[src/rtl/awgn_pkg.sv]
// Shared widths, fixed-point positions and the scale/round helper for the
// AWGN noise output stage.
package awgn_pkg;

  localparam int F_W     = 17;
  localparam int G_W     = 16;
  localparam int G_MAG_W = 15;
  localparam int OUT_W   = 16;
  localparam int PROD_W  = 32;

  localparam int F_FRAC   = 13;
  localparam int G_FRAC   = 14;
  localparam int OUT_FRAC = 10;
  localparam int SHIFT    = F_FRAC + G_FRAC - OUT_FRAC;

  localparam logic [PROD_W-1:0] ROUND_BIAS = PROD_W'(1) << (SHIFT - 1);

  // UQ5.27 product -> signed Q5.10, round-half-up on the magnitude.
  // The largest product plus the bias still fits in 32 bits, so the
  // magnitude can never exceed 32767.
  function automatic logic [OUT_W-1:0] scale_round(input logic [PROD_W-1:0] p,
                                                   input logic              neg);
    logic [G_MAG_W-1:0] mag;
    logic [OUT_W-1:0]   ext;
    mag = G_MAG_W'((p + ROUND_BIAS) >> SHIFT);
    ext = {1'b0, mag};
    return neg ? (OUT_W'(0) - ext) : ext;
  endfunction

endpackage

[src/rtl/awgn_pair_fifo.sv]
// Synchronous FIFO holding {x1, x0} sample pairs; occupancy comes from
// wrapping pointers one bit wider than the address.
module awgn_pair_fifo #(
  parameter int DEPTH = 4,
  parameter int WIDTH = 32
) (
  input  logic                     clock,
  input  logic                     reset,
  input  logic                     push,
  input  logic [WIDTH-1:0]         wdata,
  input  logic                     pop,
  output logic [WIDTH-1:0]         rdata,
  output logic [$clog2(DEPTH):0]   count
);

  localparam int AW = $clog2(DEPTH);

  logic [WIDTH-1:0] mem [DEPTH];
  logic [AW:0]      wr_ptr;
  logic [AW:0]      rd_ptr;

  always_ff @(posedge clock) begin
    if (reset) begin
      wr_ptr <= '0;
      rd_ptr <= '0;
    end else begin
      if (push) wr_ptr <= wr_ptr + (AW+1)'(1);
      if (pop)  rd_ptr <= rd_ptr + (AW+1)'(1);
    end
  end

  always_ff @(posedge clock) begin
    if (push) mem[wr_ptr[AW-1:0]] <= wdata;
  end

  assign rdata = mem[rd_ptr[AW-1:0]];
  assign count = wr_ptr - rd_ptr;

endmodule

[src/rtl/awgn_noise_out.sv]
// Scales cos/sin results by f, buffers the sample pairs and serialises them
// x0 then x1 onto a valid/ready stream with credit-based input back-pressure.
module awgn_noise_out
  import awgn_pkg::*;
#(
  parameter int FIFO_DEPTH = 4
) (
  input  logic             clock,
  input  logic             reset,
  input  logic             in_valid,
  output logic             in_ready,
  input  logic [F_W-1:0]   f_e,
  input  logic [G_W-1:0]   g0,
  input  logic [G_W-1:0]   g1,
  output logic             out_valid,
  input  logic             out_ready,
  output logic [OUT_W-1:0] out_data
);

  localparam int AW = $clog2(FIFO_DEPTH);

  logic              s1_v, s2_v, s3_v;
  logic [F_W-1:0]    s1_f;
  logic [G_W-1:0]    s1_g0, s1_g1;
  logic [PROD_W-1:0] s2_p0, s2_p1;
  logic              s2_n0, s2_n1;
  logic [OUT_W-1:0]  s3_x0, s3_x1;
  logic              phase;

  logic              accept;
  logic              push;
  logic              pop;
  logic              out_hs;
  logic [2*OUT_W-1:0] head;
  logic [AW:0]       fifo_count;
  logic [1:0]        inflight;
  logic [AW+1:0]     committed;

  // Every pair in the pipeline already owns a FIFO slot, so the pipeline
  // never has to stall.
  assign inflight  = 2'(s1_v) + 2'(s2_v) + 2'(s3_v);
  assign committed = (AW+2)'(fifo_count) + (AW+2)'(inflight);
  assign in_ready  = committed < (AW+2)'(FIFO_DEPTH);
  assign accept    = in_valid && in_ready;

  always_ff @(posedge clock) begin
    if (reset) begin
      s1_v  <= 1'b0;
      s2_v  <= 1'b0;
      s3_v  <= 1'b0;
      phase <= 1'b0;
    end else begin
      s1_v <= accept;
      s2_v <= s1_v;
      s3_v <= s2_v;
      if (out_hs) phase <= ~phase;
    end
  end

  always_ff @(posedge clock) begin
    if (accept) begin
      s1_f  <= f_e;
      s1_g0 <= g0;
      s1_g1 <= g1;
    end
    if (s1_v) begin
      s2_p0 <= PROD_W'(s1_f) * PROD_W'(s1_g0[G_MAG_W-1:0]);
      s2_p1 <= PROD_W'(s1_f) * PROD_W'(s1_g1[G_MAG_W-1:0]);
      s2_n0 <= s1_g0[G_W-1];
      s2_n1 <= s1_g1[G_W-1];
    end
    if (s2_v) begin
      s3_x0 <= scale_round(s2_p0, s2_n0);
      s3_x1 <= scale_round(s2_p1, s2_n1);
    end
  end

  assign push = s3_v;

  awgn_pair_fifo #(
    .DEPTH (FIFO_DEPTH),
    .WIDTH (2*OUT_W)
  ) u_fifo (
    .clock (clock),
    .reset (reset),
    .push  (push),
    .wdata ({s3_x1, s3_x0}),
    .pop   (pop),
    .rdata (head),
    .count (fifo_count)
  );

  assign out_valid = (fifo_count != '0);
  assign out_hs    = out_valid && out_ready;
  assign pop       = out_hs && phase;
  assign out_data  = !out_valid ? '0 :
                     phase      ? head[2*OUT_W-1:OUT_W] : head[OUT_W-1:0];

endmodule

[config.mk]
export PLATFORM = sky130hd
export DESIGN_NAME = awgn_noise_out
export DESIGN_NICKNAME = d
export VERILOG_FILES = /design/src/rtl/awgn_pkg.sv /design/src/rtl/awgn_pair_fifo.sv /design/src/rtl/awgn_noise_out.sv
export SDC_FILE = /design/constraint.sdc
export NUM_CORES = 1
export LEC_CHECK = 0
export ABC_CLOCK_PERIOD_IN_PS = 6820
export CAP_MARGIN = 15
export CORE_ASPECT_RATIO = 0.9
export CORE_MARGIN = 2
export CORE_UTILIZATION = 40
export DETAILED_ROUTE_END_ITERATION = 12
export MAX_ROUTING_LAYER = met4
export PLACE_DENSITY = 0.64
export SYNTH_ARGS = -nofsm -noshare
export SYNTH_HDL_FRONTEND = slang
export SYNTH_SLANG_ARGS = --single-unit
[constraint.sdc]
create_clock -name clock -period 6.82 [get_ports clock]
set_input_delay 1.364 -clock clock [delete_from_list [all_inputs] [get_ports clock]]
set_output_delay 1.364 -clock clock [all_outputs]
set_load 0.05 [all_outputs]
==> impl_metrics.tcl <==
set metrics [dict create \
    routed_wl_um 62800 \
    timing_hold_violations_final 0 \
    gp_congestion 0.927 \
    cts_max_level 1 \
    grt-ovfl-total 0 \
    crit_required_ns 7.14 \
    drc 0 \
    insertion_delay_ns 0.59 \
    critPathCaptureType "flip-flop" \
    max_freq_mhz 153 \
    clock-root-buffer "clkbuf_16" \
    num_rows 90 \
    clock_sinks 255 \
    clockBufferDepth 3 \
    drive_gt1_share_pct 5.27 \
    grt_first_pass_wirelength_um 103000 \
    wl_per_cell_um 18.3 \
    max_slew_margin_pct 27.9 \
    ant_nets 0 \
    crit_type "flip-flop to flip-flop" \
    synth_cell_types 69 \
    initial_core_util_pct 40.3 \
    slew_viol_final 0 \
    hold_path_class "flip-flop to flip-flop" \
    core_sq_mm 0.0668 \
    crit_path_start_kind "flip-flop" \
    drt_first_pass_iters 7 \
    numCtsBuffers 25 \
    final_common_cell "inv_1" \
    path_clk_slew_ns 0.08 \
    yosysWarnings 0 \
    hold_start "s1_g0[15]" \
    synth_area_per_cell_sq_um 10.7 \
    grt_pass1_vias 19000 \
    die_w_um 277 \
    vias 17700 \
    grtUsageTotal_pct 19.1 \
    cap_viol_max_count 0 \
    synth.cell_area_sq_mm 0.0269 \
    synth_nets 3150 \
    cts_resized 0 \
    vias_per_cell 5.14 \
    rsz0062_at_grt "false" \
    cp-startpoint "s1_f[2]" \
    worstMarginPinSlew_ns 1.08 \
    outcome "completed" \
    final_cell_mix "inv_1, fa_1, and2_1" \
    antenna_found_initial 2 \
    die_area_sq_mm 0.0694 \
    async_flop_share_pct 0 \
    synth_edf_count 243 \
    drtIter0Drc 1272 \
    dp_hpwl_um 48200 \
    grt_start_max_net_pins 51 \
    cp_max_fo 14 \
    r2r_start "s1_f[2]" \
    fin_crit_ns 6.54 \
    r2r_setup_slack_ns 0.28 \
    cts_tree "yes" \
    fin_crit_sh_pct 95.9 \
    skew_ns 0.0279 \
    nNetsFinal 3182 \
    finalSetupTns_ns 0 \
    setup_viol_count_final 0 \
    syn2layout_area_growth_pct 9.44 \
    top_level_ports 71 \
    synthFlopType "edfxtp_1" \
    die_h_um 250 \
    arrival_ns 6.85 \
    ys_ff_latch 255 \
    yosysSeqAreaShare_pct 28.0 \
    io_buffers 70 \
    synthCells 2514 \
]
## final timing paths
kind                                  end  depth (start not counted)
worst max-delay path            s2_p1[28]                         19
worst min-delay path                s2_n0                          0
worst min register to register      s2_n0                          0
worst max register to register  s2_p1[28]                         19
## cells in the mapped netlist, drive strengths merged (28+ instances only)
library cell	count	share of area (%)
inv	452	6.3
nand3	28	0.52
clkbuf	100	1.4
xor2	43	1.4
fa	386	29
nand2	263	3.7
a21oi	54	1.0
o21ai	47	0.89
xnor2	55	1.8
edfxtp	243	27
ha	197	9.2
mux4	32	2.7
and2	312	7.2
nor2	61	0.85
## cell type report
class | count | area, sq um
Clock inverter | 13 | 139
Fill cell | 6238 | 37300
Timing Repair Buffer | 123 | 1120
Clock buffer | 31 | 648
Antenna cell | 2 | 5.00
Tap cell | 874 | 1090
Sequential cell | 255 | 7540
Multi-Input combinational cell | 1689 | 17200
Inverter | 452 | 1700
## registers in the layout (all words and copies together), names as in the netlist, named ones only
register,cells
s2_v,1
s1_g1,16
s3_x1,16
s3_x0,16
s1_v,1
s2_n0,1
u_fifo.mem,128
u_fifo.rd_ptr,3
s2_n1,1
s1_g0,16
s2_p0,16
s1_f,17
push,1
u_fifo.wr_ptr,3
phase,1
s2_p1,16
## timing repair
item,CTS,global route
buffers inserted,0,4
hold buffers,0,0
setup endpoints to repair,0,1
## critical path, stage by stage, from the launching register on
cell and delay [ns]:
edfxtp_1 0.91, buf_4 0.30, nand2_1 0.09, fa_1 0.45
fa_1 0.54, inv_1 0.04, ha_1 0.28, fa_1 0.47
fa_1 0.49, inv_1 0.05, fa_1 0.47, inv_1 0.04
ha_1 0.34, a21oi_1 0.17, o21ai_0 0.10, a211oi_1 0.56
o211ai_1 0.25, a21boi_0 0.39, o21ai_0 0.16, xor2_1 0.16
## through the flow
| step | std cells | worst slack (ns) | utilization, % | cell area [sq um] | hold WS, ns |
|---|---|---|---|---|---|
| after floorplan | 2514 | 0.915 | - | 26900 | 0.400 |
| after global routing | 3438 | 0.0281 | 44.1 | 29500 | 0.429 |
| after global placement | 3389 | 0.517 | 42.9 | 28600 | 0.415 |
| after detailed placement | 3389 | 0.350 | 42.9 | 28600 | 0.406 |
| after CTS | 3433 | 0.333 | 44.1 | 29400 | 0.422 |
| final | 3439 | 0.281 | 44.1 | 29500 | 0.419 |
## logic make-up (layout without fill, tap and decap cells)
| group | after synthesis | in the layout | synth area share [%] |
|---|---|---|---|
| buf+inv | 570 | 619 | 8.05 |
| simple gates | 749 | 749 | 14.4 |
| flops | 255 | 255 | 28.0 |
| compound gates | 202 | 202 | 4.86 |
| mux | 57 | 57 | 3.62 |
| other cells | 0 | 2 | 0 |
| fa+ha+maj | 583 | 583 | 37.8 |
| xor+xnor | 98 | 98 | 3.19 |
## metal layers
metal,GRT usage (%),wire length (um)
met2,29.6,28300
met4,3.32,1030
met1,26.7,29100
met5,-,0
met3,3.19,4300
Power is not shown: default switching activity piles up to over one toggle a cycle in this logic, so the estimate is an artifact.
